--- config.mk ---
export PLATFORM = sky130hd
export DESIGN_NAME = hls_bus_arbiter
export DESIGN_NICKNAME = d
export VERILOG_FILES = /design/src/rtl/hls_bus_pkg.sv /design/src/rtl/hls_bus_arbiter_id_fifo.sv /design/src/rtl/hls_bus_arbiter.sv
export SDC_FILE = /design/constraint.sdc
export NUM_CORES = 1
export LEC_CHECK = 0
export ABC_AREA = 1
export BUFFER_PORTS_ARGS = -buffer_cell sky130_fd_sc_hd__buf_4
export CORE_AREA = 2 2 128 130
export DETAILED_ROUTE_END_ITERATION = 10
export DIE_AREA = 0 0 130 132
export GPL_TIMING_DRIVEN = 0
export HOLD_SLACK_MARGIN = 0.15
export REMOVE_ABC_BUFFERS = 1
export SLEW_MARGIN = 15
export SYNTH_ARGS = -nofsm -noshare
export SYNTH_HDL_FRONTEND = slang
export SYNTH_SLANG_ARGS = --single-unit
--- constraint.sdc ---
create_clock -name clk -period 3.15 [get_ports clk]
set_input_delay 0.4725 -clock clk [delete_from_list [all_inputs] [get_ports clk]]
set_output_delay 0.4725 -clock clk [all_outputs]
set_load 0.03 [all_outputs]
--- src/rtl/hls_bus_pkg.sv ---
// Shared definitions for the HLS bus arbiter: command packing, field offsets, FSM encoding.
// Payload is packed {address, data, mask[3:0], write, uncached, size[2:0], last}, LSB first from last.
package hls_bus_pkg;

  localparam int LAST_BIT     = 0;
  localparam int SIZE_LSB     = 1;
  localparam int UNCACHED_BIT = 4;
  localparam int WRITE_BIT    = 5;
  localparam int MASK_LSB     = 6;
  localparam int DATA_LSB     = 10;

  function automatic int cmd_w(input int addr_w, input int data_w);
    return addr_w + data_w + 10;
  endfunction

  // Address sits directly above the data field, so its offset depends on the data width.
  function automatic int addr_lsb(input int data_w);
    return DATA_LSB + data_w;
  endfunction

  typedef enum logic [1:0] {
    IDLE = 2'd0,
    OWN0 = 2'd1,
    OWN1 = 2'd2
  } arb_state_t;

endpackage

--- src/rtl/hls_bus_arbiter_id_fifo.sv ---
// In-order 1-bit ID FIFO recording which master owns each outstanding read.
// Push visible at head next cycle; push ignored when full, pop ignored when empty.
module hls_id_fifo #(
  parameter int DEPTH = 4
) (
  input  logic clk,
  input  logic rst,
  input  logic push,
  input  logic push_id,
  input  logic pop,
  output logic full,
  output logic empty,
  output logic head
);

  localparam int AW = $clog2(DEPTH);

  logic [DEPTH-1:0] mem;
  logic [AW-1:0]    wr_ptr;
  logic [AW-1:0]    rd_ptr;
  logic [AW:0]      count;
  logic             do_push;
  logic             do_pop;

  assign do_push = push & ~full;
  assign do_pop  = pop & ~empty;

  // DEPTH is a power of two, so the pointers wrap by plain overflow.
  always_ff @(posedge clk or posedge rst) begin
    if (rst) begin
      mem    <= '0;
      wr_ptr <= '0;
      rd_ptr <= '0;
      count  <= '0;
    end else begin
      if (do_push) begin
        mem[wr_ptr] <= push_id;
        wr_ptr      <= wr_ptr + 1'b1;
      end
      if (do_pop) begin
        rd_ptr <= rd_ptr + 1'b1;
      end
      case ({do_push, do_pop})
        2'b10:   count <= count + 1'b1;
        2'b01:   count <= count - 1'b1;
        default: count <= count;
      endcase
    end
  end

  assign full  = (count == (AW+1)'(DEPTH));
  assign empty = (count == '0);
  assign head  = mem[rd_ptr];

endmodule

--- src/rtl/hls_bus_arbiter.sv ---
// Round-robin 2:1 arbiter onto the HLS cmd/rsp bus with write-burst lock and in-order read ID tracking.
// Grant takes one IDLE cycle, then cmd and rsp paths are combinational; reads stall while the ID FIFO is full.
module hls_bus_arbiter
  import hls_bus_pkg::*;
#(
  parameter int DATA_WIDTH      = 32,
  parameter int DATA_ADDR_WIDTH = 32,
  parameter int ID_FIFO_DEPTH   = 4,
  localparam int CMD_W          = cmd_w(DATA_ADDR_WIDTH, DATA_WIDTH)
) (
  input  logic                  clk,
  input  logic                  rst,
  input  logic                  m0_cmd_valid,
  output logic                  m0_cmd_ready,
  input  logic [CMD_W-1:0]      m0_cmd_payload,
  output logic                  m0_rsp_valid,
  output logic [DATA_WIDTH-1:0] m0_rsp_data,
  output logic                  m0_rsp_last,
  input  logic                  m1_cmd_valid,
  output logic                  m1_cmd_ready,
  input  logic [CMD_W-1:0]      m1_cmd_payload,
  output logic                  m1_rsp_valid,
  output logic [DATA_WIDTH-1:0] m1_rsp_data,
  output logic                  m1_rsp_last,
  output logic                  io_bus_cmd_valid,
  input  logic                  io_bus_cmd_ready,
  output logic [CMD_W-1:0]      io_bus_cmd_payload,
  input  logic                  io_bus_rsp_valid,
  input  logic [DATA_WIDTH-1:0] io_bus_rsp_payload_data,
  input  logic                  io_bus_rsp_payload_last,
  output logic                  err_orphan_rsp
);

  arb_state_t       state;
  logic             rr;
  logic [CMD_W-1:0] sel_payload;
  logic             own_valid;
  logic             blk;
  logic             fire;
  logic             push;
  logic             pop;
  logic             id_full;
  logic             id_empty;
  logic             id_head;

  assign sel_payload = (state == OWN1) ? m1_cmd_payload : m0_cmd_payload;
  assign own_valid   = ((state == OWN0) & m0_cmd_valid) | ((state == OWN1) & m1_cmd_valid);

  // Reads must not issue without a free ID slot; writes get no response so never stall.
  assign blk = ~sel_payload[WRITE_BIT] & id_full;

  assign io_bus_cmd_valid   = own_valid & ~blk;
  assign io_bus_cmd_payload = sel_payload;
  assign m0_cmd_ready       = (state == OWN0) & io_bus_cmd_ready & ~blk;
  assign m1_cmd_ready       = (state == OWN1) & io_bus_cmd_ready & ~blk;

  assign fire = io_bus_cmd_valid & io_bus_cmd_ready;
  assign push = fire & ~sel_payload[WRITE_BIT] & sel_payload[LAST_BIT];
  assign pop  = io_bus_rsp_valid & io_bus_rsp_payload_last & ~id_empty;

  assign m0_rsp_valid = io_bus_rsp_valid & ~id_empty & ~id_head;
  assign m1_rsp_valid = io_bus_rsp_valid & ~id_empty & id_head;
  assign m0_rsp_data  = io_bus_rsp_payload_data;
  assign m1_rsp_data  = io_bus_rsp_payload_data;
  assign m0_rsp_last  = io_bus_rsp_payload_last;
  assign m1_rsp_last  = io_bus_rsp_payload_last;

  // rr holds the last granted master; on a tie the other one wins.
  always_ff @(posedge clk or posedge rst) begin
    if (rst) begin
      state <= IDLE;
      rr    <= 1'b1;
    end else begin
      case (state)
        IDLE: begin
          if (m0_cmd_valid && (!m1_cmd_valid || rr)) begin
            state <= OWN0;
            rr    <= 1'b0;
          end else if (m1_cmd_valid) begin
            state <= OWN1;
            rr    <= 1'b1;
          end
        end
        OWN0, OWN1: begin
          if (fire && sel_payload[LAST_BIT]) begin
            state <= IDLE;
          end
        end
        default: state <= IDLE;
      endcase
    end
  end

  always_ff @(posedge clk or posedge rst) begin
    if (rst) begin
      err_orphan_rsp <= 1'b0;
    end else if (io_bus_rsp_valid && id_empty) begin
      err_orphan_rsp <= 1'b1;
    end
  end

  hls_id_fifo #(
    .DEPTH(ID_FIFO_DEPTH)
  ) u_id_fifo (
    .clk    (clk),
    .rst    (rst),
    .push   (push),
    .push_id(state == OWN1),
    .pop    (pop),
    .full   (id_full),
    .empty  (id_empty),
    .head   (id_head)
  );

endmodule

## After elaboration in Yosys (flattened, before gate mapping)

Index checks and enable logic that the tools add are counted.

| word-level totals | value |
|---|---|
| output and inout bits | 146 |
| flip-flop bits (word level) | 15 |
| logic and storage cells | 71 |
| bits of input ports | 187 |

| cells by class | value |
|---|---|
| bitwise gates (word level) | 24 |
| equality and inequality tests | 7 |
| $lt $le $gt $ge | 3 |
| multiplexer cells | 13 |
| reduce and logical (&&, ||, !) cells | 13 |
| add/subtract/negate cells | 4 |

Operators by type and width:

| kind | number |
|---|---|
| $mux 74 | 1 |
| $and 1x1->1 | 18 |
| $lt 2x3->1 const B | 2 |
| $mux 2 | 3 |
| $pmux 3 s2 | 1 |
| $not 1->1 | 5 |
| $add 2x1->2 const B | 2 |
| $bwmux 4 | 1 |
| $eq 2x1->1 const B | 2 |
| $eq 2x2->1 const B | 2 |
| $logic_and 1x1->1 | 4 |
| $mux 1 | 4 |
| $pmux 2 s2 | 1 |
| $reduce_and 2->1 | 2 |
| $reduce_bool 2->1 | 2 |
| $add 3x1->3 const B | 1 |
| $eq 3x3->1 const B | 1 |
| $logic_not 3->1 | 1 |
| $ne 3x3->1 const B | 1 |
| $sub 3x1->3 const B | 1 |
| $bmux 1 s2 | 1 |
| $demux 1 s2 | 1 |
| $ge 2x1->1 const B | 1 |
| $logic_not 2->1 | 1 |
| 5 further kinds | 5 |

## Depth between registers and ports, before layout

Gate-level depths: netlist (run 1).

| logic depth | value |
|---|---|
| depth in word-level cells | 12 |
| mapped depth | 14 |
| mapped depth without buffers | 13 |

## Cells and area by module

From an unflattened synthesis (run 1), not the netlist that was laid out.

| second synthesis, totals | value |
|---|---|
| cells, all modules | 439 |
| area total of the unflattened synthesis | 2428.6 um^2 |

Modules (own cells, without submodules):

| module | cells each | seq. area each (um^2) | area an instance (um^2) | times used |
|---|---|---|---|---|
| hls_bus_arbiter | 355 | 101.3 | 1756.7 | 1 |
| hls_id_fifo | 84 | 275.3 | 671.9 | 1 |

## Worst setup path before layout (run 1)

No wires, ideal clock.

| timing | value |
|---|---|
| path type | register to register |
| start | reg state[0] |
| end | reg u_id_fifo.count[2] |
| setup time | 0.131 ns |
| arrival time | 2.051 ns |
| setup slack | 0.969 ns |
| buffers on the path | 1 |
| data required time | 3.019 ns |
| cell stages (with the launch flop) | 15 |
| cells stage by stage | dfrtp_1 -> inv_1 -> ha_1 -> buf_6 -> inv_2 -> nand2_1 -> nand2_2 -> nor2_1 -> nand4_1 -> ha_1 -> inv_1 -> fa_1 -> a21oi_1 -> o21ai_0 -> xor2_1 |

| on the way | value |
|---|---|
| word-level cells in the longest chain between the ends | 12 |

RTL lines:

| what | RTL line | source |
|---|---|---|
| start, declared | hls_bus_arbiter.sv:34 | `arb_state_t state;` |
| start signal, assigned | hls_bus_arbiter.sv:71 | `state <= IDLE;` |
| start signal, assigned | hls_bus_arbiter.sv:77 | `state <= OWN0;` |
| start signal, assigned | hls_bus_arbiter.sv:80 | `state <= OWN1;` |
| $eq 2x2->1 (*) | -- |  |
| named net u_id_fifo.push_id | hls_bus_arbiter_id_fifo.sv:9 | `input logic push_id,` |
| $mux 74 | hls_bus_arbiter.sv:46 | `assign sel_payload = (state == OWN1) ? m1_cmd_payload : m0_cmd_payload;` |
| $not 1->1 | hls_bus_arbiter.sv:50, hls_bus_arbiter.sv:58 |  |
| $and 1x1->1 | hls_bus_arbiter.sv:50 | `assign blk = ~sel_payload[WRITE_BIT] & id_full;` |
| $not 1->1 | hls_bus_arbiter.sv:52 | `assign io_bus_cmd_valid = own_valid & ~blk;` |
| $and 1x1->1 | hls_bus_arbiter.sv:52 |  |
| $and 1x1->1 | hls_bus_arbiter.sv:57 | `assign fire = io_bus_cmd_valid & io_bus_cmd_ready;` |
| $and 1x1->1 | hls_bus_arbiter.sv:58 | `assign push = fire & ~sel_payload[WRITE_BIT] & sel_payload[LAST_BIT];` |
| $and 1x1->1 (*) | hls_bus_arbiter.sv:58 |  |
| $and 1x1->1 (*) | hls_bus_arbiter_id_fifo.sv:25 | `assign do_push = push & ~full;` |
| $eq 2x1->1 / $eq 2x2->1 (equally long branches) | hls_bus_arbiter_id_fifo.sv:43 | `case ({do_push, do_pop})` |
| $pmux 3 s2 / $reduce_bool 2->1 (equally long branches) | -- |  |
| end signal, assigned | hls_bus_arbiter_id_fifo.sv:44 | `2'b10: count <= count + 1'b1;` |
| end signal, assigned | hls_bus_arbiter_id_fifo.sv:45 | `2'b01: count <= count - 1'b1;` |
| end signal, assigned | hls_bus_arbiter_id_fifo.sv:46 | `default: count <= count;` |
| end, declared | hls_bus_arbiter_id_fifo.sv:21 | `logic [AW:0] count;` |

The timed path passes the listed nets; every way through them passes the cells marked *.
A chain may end at the register's enable or synchronous reset.

## Final worst setup path (run 1)

Same ends and word-level chain as after synthesis.

==> run summary, run 1 <==
Vias in the first global route: 2919
First-pass GRT wire length: 21.1 mm
Buffering stage count on the worst path with inverters included: 3
Worst-case vdd ir drop: 0.436 mV
Final-stage net count: 779
Share of cell area taken by muxes after synthesis: 0%
Initial Util: 15.2%
Signal arrival time at the worst endpoint: 3.00 ns
Type of the worst setup path: register to register
Number of remaining DRC errors: 0
Dominant cell type by count on the critical path: sky130_fd_sc_hd__inv_1
All-Layer GR Usage: 17.8%
Avg WL per Cell: 20.4 microns
Clock H-tree levels: 1
Worst-case register-to-register setup slack: 0.27 ns
Largest net degree at the start of global routing: 75
XOR/XNOR Fraction of Synth Area: 1.84%
Simple-gate share of the synthesized area: 46.1%
Wirelength, routed: 16.3 mm
Reg2reg start: state[0]
CP Max Fanout: 43
Final count of pins violating max slew: 0
Run status: complete, no violations
Global placement routability congestion: 0.845
P_leak: 2.38 nW
Clock transition time at the flip-flop clock pins of the worst setup and hold paths: 0.05 ns
Die area: 17200 sq um
Max transition margin: 62.4%
Via-per-instance ratio: 3.88
Synth warn: 0
Register bit count reported by yosys: 15
Cell Area, Synth: 2380 sq um
Sequential-to-total area share from yosys stat: 15.8%
Bufs on Longest Clock Path: 2
Worst-path cell with the longest stage delay: sky130_fd_sc_hd__ha_4
Max frequency: 0.348 GHz
Main combinational cell family by area after synthesis: simple AND/OR/NAND/NOR gates
Worst hold path class: primary input to async pin
Critical path startpoint category: register
Required @ worst endpoint: 3.27 ns
Final core utilization: 25.2%
Switch Pwr: 0.00178 W
Adder and majority gate portion of the synthesized area: 5.57%
First-pass detailed-route iteration total: 4
Gate power share: 81.4%
Family with the most delay on the worst path: adder cells
P_int: 0.00133 W
Most common cell after layout, fill and taps aside: sky130_fd_sc_hd__nand2_1
Clk_skew: 0.00248 ns
Kind of end point of the critical path: register
Final Cycle Share: 91.3%
Total clock sinks: 15
Synth Area in Compound Gates: 2.79%
Count of inserted antenna diode cells: 0
Switching part of the total: 57.3%
Most used cells in the layout excluding fill and tap cells: sky130_fd_sc_hd__nand2_1, sky130_fd_sc_hd__buf_4, sky130_fd_sc_hd__inv_1, sky130_fd_sc_hd__dfrtp_1, sky130_fd_sc_hd__nor2_1
Placed wire-length estimate after detailed placement: 14.7 mm
DRT iter0 DRCs: 168
Aggregate global routing overflow: 0
Clock power frac: 8.0%
Min Tclk post-route: 2.88 ns
CTS tree: yes
Number of cells on the worst reg-to-reg path: 13
Multi-input logic area: 1350 sq um
Synth Area per Inst: 5.63 sq um
Placeable core region: 15700 sq um
Vertical die dimension: 132 microns
Filler cell count: 1801
Cell Chain, Critical Path: inv_1 > ha_4 > buf_12 > nand2_1 > nand2_2 > nor2_1 > nand4_1 > ha_1 > inv_1 > fa_1 > a21oi_1 > o21ai_0 > xor2_1
Site Rows: 46
DP Cell Count: 793
Post-synthesis to final-layout area growth: 66.6%
Unrepaired setup endpoints after global routing: false
Worst reg2reg path endpoint: u_id_fifo.count[2]
Number of hold-repair buffers added at the cts stage: 0
Root cell of the clock tree: sky130_fd_sc_hd__clkbuf_16
Flop pwr share: 10.7%
Finish-stage setup viols: 0
Source-to-sink clock delay at the later pin of the worst-skew pair: 0.25 ns
Top-Level Pins: 333
Total of buffers placed on input and output ports: 236
Power density normalized to cell area: 785 nW/um^2
Synthesized instance count: 423
Number of antenna violations at the first check in global routing: 0
Max stage delay on crit path: 0.47 ns
Actual transition at the worst max-transition pin: 0.564 ns
Horizontal die dimension: 130 microns
Inserted Clock Buffers: 3
Seq. cell area: 377 sq um
Max-cap violations: 0
Antenna Violating Nets Remaining: 0
Via count: 3092
Proportion of layout cells with a drive suffix above 1: 42.9%
Post-synth cell types: 28
Total count of hold-check failures in the final report: 0
Non-filler instance count after layout: 797
==> cells by family (layout without fill, tap and decap cells) <==
kind of cell / after synthesis / in the layout
DFF: 15 / 15
and+or+nand+nor: 275 / 275
adders and majority gates: 10 / 10
AOI/OAI and AO/OA: 12 / 12
buffers and inverters: 106 / 264
xor gates and xnor gates: 5 / 5
==> how the worst max path moves through the flow <==
| stage | startpoint | endpoint | slack (ns) | cells after the start |
|---|---|---|---|---|
| 2_1_floorplan | state[0] | u_id_fifo.count[1] | -1.04 | 11 |
| 3_3_place_gp | state[0] | u_id_fifo.count[1] | -2.74 | 11 |
| 3_5_place_dp | state[0] | u_id_fifo.count[2] | 0.03 | 13 |
| 4_1_cts | state[0] | u_id_fifo.count[2] | 0.01 | 13 |
| 5_1_grt | state[0] | u_id_fifo.count[2] | 0.02 | 13 |
| 6_report | state[0] | u_id_fifo.count[2] | 0.27 | 13 |
==> area by class of cell <==
type / count / share of cell area (%)
Inverter: 23 / 2.37
Multi-Input combinational cell: 302 / 34.1
Clock inverter: 1 / 0.126
Clock buffer: 3 / 1.89
Timing Repair Buffer: 237 / 45.2
Sequential cell: 15 / 9.50
Tap cell: 216 / 6.81
==> per-stage QoR <==
stage	power, W	worst slack (ns)	hold WS [ns]	instance area [sq um]	TNS [ns]
3_5_place_dp	0.00288	0.0295	0.448	3880	0
6_report	0.00311	0.273	0.281	3970	0
2_1_floorplan	0.00188	-1.04	0.373	1800	-39.61
5_1_grt	0.00336	0.0180	0.349	3970	0
4_1_cts	0.00314	0.00991	0.309	3960	0
3_3_place_gp	0.00286	-2.74	0.445	3850	-178.95
==> flip-flops by register name, indices dropped and copies added (netlist names) <==
signal and flops:
rr 1, u_id_fifo.wr_ptr 2, state 2, u_id_fifo.rd_ptr 2
err_orphan_rsp 1, u_id_fifo.mem 4, u_id_fifo.count 3
==> cell usage after synthesis, drive strengths merged <==
cell	n	share of area (%)
a21oi	2	0.42
a21boi	1	0.32
o22ai	1	0.26
inv	23	3.6
nand2	254	41
nand3	8	1.7
nand4	2	1.2
and3	1	0.26
xor2	4	1.5
dfrtp	14	15
xnor2	1	0.37
dfstp	1	1.1
a21o	1	0.32
fa	1	0.84
ha	9	4.7
buf	74	23
nor2	10	2.3
clkbuf	9	1.4
o21ai	7	1.5
==> timing repair <==
action	4_1_cts	5_1_grt
endpoints found under the setup margin	0	3
endpoints found under the hold margin	0	0
buffers inserted	0	0
resized for setup	0	2
==> routing by layer <==
layer | vias to the layer above | global-route usage [%] | wire (microns) | share of wire [%]
met5 | - | 5.29 | 100 | 0.62
met4 | 2 | 8.06 | 909 | 5.6
met3 | 21 | 14.3 | 3090 | 19
met2 | 278 | 30.5 | 7540 | 46
met1 | 1278 | 14.3 | 4620 | 28
li1 | 1513 | - | - | -
==> power by group through the flow <==
stage | Sequential [W] | Clock [W] | Combinational, W
floorplan | 0.000324 | 0 | 0.00156
global placement | 0.000331 | 0 | 0.00253
detailed placement | 0.000334 | 0 | 0.00255
CTS | 0.000333 | 0.000258 | 0.00255
global route | 0.000344 | 0.000266 | 0.00275
finish | 0.000333 | 0.000248 | 0.00253
Note: power is estimated with default switching activity, not from simulation.
==> inputs of run 2 (changes only) <==
--- a/config.mk
+++ b/config.mk
@@ -7,7 +7,7 @@
 export LEC_CHECK = 0
 export ABC_AREA = 1
 export BUFFER_PORTS_ARGS = -buffer_cell sky130_fd_sc_hd__buf_4
-export CORE_AREA = 2 2 128 130
+export CORE_AREA = 4 4 126 128
 export DETAILED_ROUTE_END_ITERATION = 10
 export DIE_AREA = 0 0 130 132
 export GPL_TIMING_DRIVEN = 0
==> run summary, run 2 (synthesis gave the netlist of run 1 again) <==
Proportion of layout cells with a drive suffix above 1: 43.0%
Top-Level Pins: 333
Required @ worst endpoint: 3.27 ns
Most used cells in the layout excluding fill and tap cells: sky130_fd_sc_hd__nand2_1, sky130_fd_sc_hd__buf_4, sky130_fd_sc_hd__inv_1, sky130_fd_sc_hd__dfrtp_1, sky130_fd_sc_hd__nor2_1
Worst-case register-to-register setup slack: 0.31 ns
Max transition margin: 59.3%
Via-per-instance ratio: 4.06
All-Layer GR Usage: 17.8%
Source-to-sink clock delay at the later pin of the worst-skew pair: 0.25 ns
Type of the worst setup path: register to register
Bufs on Longest Clock Path: 2
Clock transition time at the flip-flop clock pins of the worst setup and hold paths: 0.05 ns
Max frequency: 0.352 GHz
Max-cap violations: 0
Worst reg2reg path endpoint: u_id_fifo.count[2]
Setup crit end: u_id_fifo.count[2]
Placed cell areas: 3850 sq um
Launching element of the worst setup path: state[0]
Largest net degree at the start of global routing: 75
Final count of pins violating max slew: 0
Filler cell count: 1676
Registers with the most flip-flops: u_id_fifo.mem (4), u_id_fifo.count (3)
Clock H-tree levels: 1
Wirelength, routed: 16.7 mm
Power density normalized to cell area: 794 nW/um^2
DRT iter0 DRCs: 124
Max FFs per register: 4
Horizontal die dimension: 130 microns
Initial Util: 16.0%
Multi-input logic area: 1350 sq um
Finish-stage setup viols: 0
Signal arrival time at the worst endpoint: 2.96 ns
Placed wire-length estimate after detailed placement: 14.8 mm
Root cell of the clock tree: sky130_fd_sc_hd__clkbuf_16
Number of cells on the worst reg-to-reg path: 14
Worst-case vdd ir drop: 0.266 mV
First-pass detailed-route iteration total: 4
Site Rows: 45
Aggregate global routing overflow: 0
First-pass GRT wire length: 21.1 mm
Register bank with the most flops: u_id_fifo.mem
Actual transition at the worst max-transition pin: 0.609 ns
Final Cycle Share: 90.2%
P_leak: 2.39 nW
Met2 usage: 29.7%
Global routing met1 resource utilization: 14.6%
Min Tclk post-route: 2.84 ns
Most common cell after layout, fill and taps aside: sky130_fd_sc_hd__nand2_1
Total Power Consumption: 0.00314 W
Inserted Clock Buffers: 3
Non-Filler Cell Area, Final: 3950 sq um
Total of buffers placed on input and output ports: 236
Total clock sinks: 15
CP Max Fanout: 74
Placeable core region: 14900 sq um
Vertical die dimension: 132 microns
Total count of hold-check failures in the final report: 0
Reg2reg start: state[0]
Antenna Violating Nets Remaining: 0
Clk_skew: 0.00165 ns
Die area: 17200 sq um
Run status: complete, no violations
Seq. cell area: 377 sq um
Number of antenna violations at the first check in global routing: 0
Via count: 3124
Avg WL per Cell: 21.7 microns
CTS tree: yes
Global placement routability congestion: 0.901
Worst hold path class: primary input to async pin
Post-synthesis to final-layout area growth: 65.9%
Number of remaining DRC errors: 0
Count of inserted antenna diode cells: 0
Fraction of met3 tracks used by global routing: 14.5%
Critical path startpoint category: register
Final-stage net count: 780
Vias in the first global route: 2915
Kind of end point of the critical path: register
Layer carrying the most global-route usage: met2
Unrepaired setup endpoints after global routing: false
run 2: what timing repair did:
action | CTS | global route
hold endpoints to repair | 0 | 0
buffers inserted | 0 | 1
setup endpoints to repair | 2 | 2
gates resized for setup | 2 | 2
hold buffers | 0 | 0
pin swaps | 0 | 1
run 2: final cells by class:
type | count | area share (%)
Timing Repair Buffer | 238 | 45.7
Tap cell | 188 | 5.95
Inverter | 23 | 2.50
Sequential cell | 15 | 9.53
Clock buffer | 3 | 1.90
Clock inverter | 1 | 0.127
Multi-Input combinational cell | 302 | 34.3
run 2: how the worst min path moves through the flow:
stage               slack [ns]                  to  depth (start not counted)
global placement          0.45      err_orphan_rsp                          1
floorplan                 0.37      err_orphan_rsp                          1
CTS                       0.32  u_id_fifo.count[2]                          2
detailed placement        0.45      err_orphan_rsp                          1
global route              0.36  u_id_fifo.count[2]                          2
finish                    0.30            state[0]                          2
run 2: worst max-delay path: stages, from the launching register on:
cell and delay (ns):
sky130_fd_sc_hd__dfrtp_1 0.36, sky130_fd_sc_hd__inv_1 0.10, sky130_fd_sc_hd__ha_4 0.26, sky130_fd_sc_hd__buf_12 0.21
sky130_fd_sc_hd__inv_12 0.26, sky130_fd_sc_hd__nand2_1 0.11, sky130_fd_sc_hd__nand2_2 0.15, sky130_fd_sc_hd__nor2_1 0.07
sky130_fd_sc_hd__nand4_1 0.14, sky130_fd_sc_hd__ha_1 0.17, sky130_fd_sc_hd__inv_1 0.06, sky130_fd_sc_hd__fa_1 0.37
sky130_fd_sc_hd__a21oi_1 0.14, sky130_fd_sc_hd__o21ai_0 0.12, sky130_fd_sc_hd__xor2_1 0.16
run 2: stage by stage:
stage	setup slack (ns)	TNS [ns]	hold WS, ns	instances	utilization, %
2_1_floorplan	-1.04	-39.61	0.373	340	-
3_3_place_gp	-2.88	-191.15	0.450	764	25.6
3_5_place_dp	-0.170	-0.208	0.450	765	25.9
4_1_cts	0.109	0	0.323	769	26.4
5_1_grt	0.0452	0	0.360	770	26.6
6_report	0.309	0	0.301	770	26.6
run 2: per-layer routing:
layer | vias to the layer above | wire, microns
li1 | 1518 | -
met1 | 1307 | 4650
met2 | 277 | 7790
met3 | 20 | 3240
met4 | 2 | 903
met5 | - | 103
run 2: where the power goes:
group	leakage (nW)	internal [W]	switching (W)
Combinational	2.16	0.000897	0.00165
Clock	0.0409	0.000170	0.0000828
Sequential	0.182	0.000276	0.0000584
==> inputs of run 3 (changes only) <==
--- a/config.mk
+++ b/config.mk
@@ -5,7 +5,7 @@
 export SDC_FILE = /design/constraint.sdc
 export NUM_CORES = 1
 export LEC_CHECK = 0
-export ABC_AREA = 1
+export ABC_AREA = 0
 export BUFFER_PORTS_ARGS = -buffer_cell sky130_fd_sc_hd__buf_4
 export CORE_AREA = 4 4 126 128
 export DETAILED_ROUTE_END_ITERATION = 10
==> run summary, run 3 <==
Run status: complete, no violations
Power density normalized to cell area: 687 nW/um^2
Gate power share: 76.9%
First-pass GRT wire length: 19.3 mm
Required @ worst endpoint: 3.32 ns
Min Tclk post-route: 2.93 ns
Type of the worst setup path: register to register
Placed wire-length estimate after detailed placement: 13.9 mm
Actual transition at the worst max-transition pin: 0.598 ns
Top_reg_cell synth: sky130_fd_sc_hd__dfrtp_1
Die area: 17200 sq um
Most frequent cells after synthesis: sky130_fd_sc_hd__mux2_2, sky130_fd_sc_hd__buf_4, sky130_fd_sc_hd__dfrtp_1, sky130_fd_sc_hd__inv_1, sky130_fd_sc_hd__ha_1
Most used cells in the layout excluding fill and tap cells: sky130_fd_sc_hd__buf_4, sky130_fd_sc_hd__mux2_2, sky130_fd_sc_hd__dfrtp_1, sky130_fd_sc_hd__inv_1, sky130_fd_sc_hd__ha_1
Max-cap violations: 0
Source-to-sink clock delay at the later pin of the worst-skew pair: 0.25 ns
Clk_skew: 0.00770 ns
Setup bufs post-CTS: 0
All-Layer GR Usage: 16.1%
Sequential-to-total area share from yosys stat: 16.7%
Synthesized instance count: 231
Kind of end point of the critical path: register
Synth Area per Inst: 9.78 sq um
Max FFs per register: 4
Final core utilization: 26.0%
Max transition margin: 60.1%
Cell Area, Synth: 2260 sq um
CTS resizes: 0
Switching part of the total: 47.6%
Clock power frac: 9.6%
Final count of pins violating max slew: 0
Aggregate global routing overflow: 0
Via count: 2409
Total count of hold-check failures in the final report: 0
Antenna Violating Nets Remaining: 0
Cell Chain, Critical Path: inv_1 > ha_4 > buf_12 > mux2_4 > and4b_2 > nand2_2 > ha_1 > inv_1 > fa_1 > mux2i_1
Worst-case vdd ir drop: 0.381 mV
P_leak: 1.89 nW
Initial Util: 15.2%
Max stage delay on crit path: 0.42 ns
CTS tree: yes
Flop pwr share: 13.6%
Register bank with the most flops: u_id_fifo.mem
Post-synthesis to final-layout area growth: 71.0%
Number of enable flip-flop cells after synthesis: 0
Final-stage net count: 596
Post-Place Worst Slack: 0.0637 ns
Vias in the first global route: 2597
Synth warn: 0
Aggregate negative setup slack: 0 ns
Clock transition time at the flip-flop clock pins of the worst setup and hold paths: 0.05 ns
Switch Pwr: 0.00126 W
Unrepaired setup endpoints after global routing: false
Synth top area share: 36.4%
Max frequency: 0.341 GHz
Largest net degree at the start of global routing: 47
Global placement routability congestion: 0.812
Root cell of the clock tree: sky130_fd_sc_hd__clkbuf_16
Avg WL per Cell: 25.7 microns
Dominant cell type by count on the critical path: sky130_fd_sc_hd__inv_1
Critical path startpoint category: register
Setup ws final: 0.216 ns
Worst hold path class: primary input to async pin
Proportion of layout cells with a drive suffix above 1: 80.9%
Total of buffers placed on input and output ports: 236
Placeable core region: 14900 sq um
Most common cell after layout, fill and taps aside: sky130_fd_sc_hd__buf_4
Post-synth cell types: 36
Worst-path cell with the longest stage delay: sky130_fd_sc_hd__fa_1
CP Max Fanout: 46
Inserted Clock Buffers: 3
Finish-stage setup viols: 0
Hold Slack: 0.293 ns
Register bit count reported by yosys: 15
Number of remaining DRC errors: 0
Registers with the most flip-flops: u_id_fifo.mem (4), u_id_fifo.count (3)
Number of cells on the worst reg-to-reg path: 10
Top-Level Pins: 333
Largest cells by area after synthesis: sky130_fd_sc_hd__mux2_2, sky130_fd_sc_hd__buf_4, sky130_fd_sc_hd__dfrtp_1
Total clock sinks: 15
Via-per-instance ratio: 4.10
Site Rows: 45
Fraction of registers with async set or reset after synthesis: 100%
Number of hold-repair buffers added at the cts stage: 0
Number of antenna violations at the first check in global routing: 8
Library cell occupying the most area in the post-synthesis netlist: sky130_fd_sc_hd__mux2_2
First-pass detailed-route iteration total: 5
Bufs on Longest Clock Path: 2
Most frequent cell after synthesis: sky130_fd_sc_hd__mux2_2
Horizontal die dimension: 130 microns
Final Cycle Share: 93.1%
Signal arrival time at the worst endpoint: 3.10 ns
Wirelength, routed: 15.1 mm
Vertical die dimension: 132 microns
DRT iter0 DRCs: 64
P_int: 0.00139 W
Clock H-tree levels: 1
## run 3: changes by cell type in the layout (fill, tap and decap cells not counted), moves of 3 or more
cell,before,now
sky130_fd_sc_hd__inv_1,22,11
sky130_fd_sc_hd__mux2_1,0,5
sky130_fd_sc_hd__mux2_2,0,73
sky130_fd_sc_hd__nand2_1,251,2
sky130_fd_sc_hd__nand3_1,8,5
sky130_fd_sc_hd__nor2_1,9,6
sky130_fd_sc_hd__o21ai_0,6,1
## run 3: logic make-up after synthesis
family | after synthesis | synth area share [%]
buf+inv | 86 | 25.5
mux | 81 | 41.0
simple gates | 21 | 4.93
flops | 15 | 16.7
compound gates | 12 | 3.66
fa+ha+maj | 10 | 5.87
xor+xnor | 6 | 2.33
## run 3: worst max-delay path, delay by kind of cell, from the launching register on
family,cells,cell delay (ns)
and+or+nand+nor,2,0.46
DFF,1,0.38
muxes,2,0.50
adders and majority gates,3,0.99
buffers and inverters,3,0.50
## run 3: cell type report
cell class | count | area [sq um]
multi-input cells | 130 | 1320
repair buffers | 238 | 1810
inverters | 11 | 41.3
clock buffers | 3 | 75.1
flip-flops and latches | 15 | 377
well taps | 188 | 235
diodes | 1 | 2.50
fillers | 1630 | 11000
clock inverters | 1 | 7.51
## run 3: power groups by stage
stage | Sequential (W) | Clock (W) | Combinational (W)
2_1_floorplan | 0.000351 | 0 | 0.00130
3_3_place_gp | 0.000351 | 0 | 0.00202
6_report | 0.000360 | 0.000254 | 0.00204
3_5_place_dp | 0.000358 | 0 | 0.00204
4_1_cts | 0.000357 | 0.000259 | 0.00204
5_1_grt | 0.000370 | 0.000271 | 0.00216
## run 3: worst paths after layout
kind	startpoint	to	slack, ns
max	state[0]	u_id_fifo.count[1]	0.22
min	rst	err_orphan_rsp	0.29
max reg2reg	state[0]	u_id_fifo.count[1]	0.22
min reg2reg	err_orphan_rsp	err_orphan_rsp	0.46
max in group asynchronous	rst	u_id_fifo.count[0]	2.46
min in group clk	m0_cmd_valid	rr	0.41
## run 3: metrics by stage
step                total power [W]  std cells  area [sq um]
finish                      0.00265        587          3860
global route                0.00281        586          3860
CTS                         0.00266        585          3840
detailed placement          0.00239        581          3760
global placement            0.00237        580          3730
floorplan                   0.00165        156          1720
## run 3: metal layers
| layer | vias to the layer above | wire length (microns) | global-route usage [%] |
|---|---|---|---|
| met5 | - | 146 | 4.12 |
| met4 | 16 | 44 | 1.21 |
| met3 | 18 | 3450 | 16.4 |
| met2 | 239 | 6310 | 23.3 |
| met1 | 1074 | 5150 | 16.9 |
| li1 | 1062 | - | - |
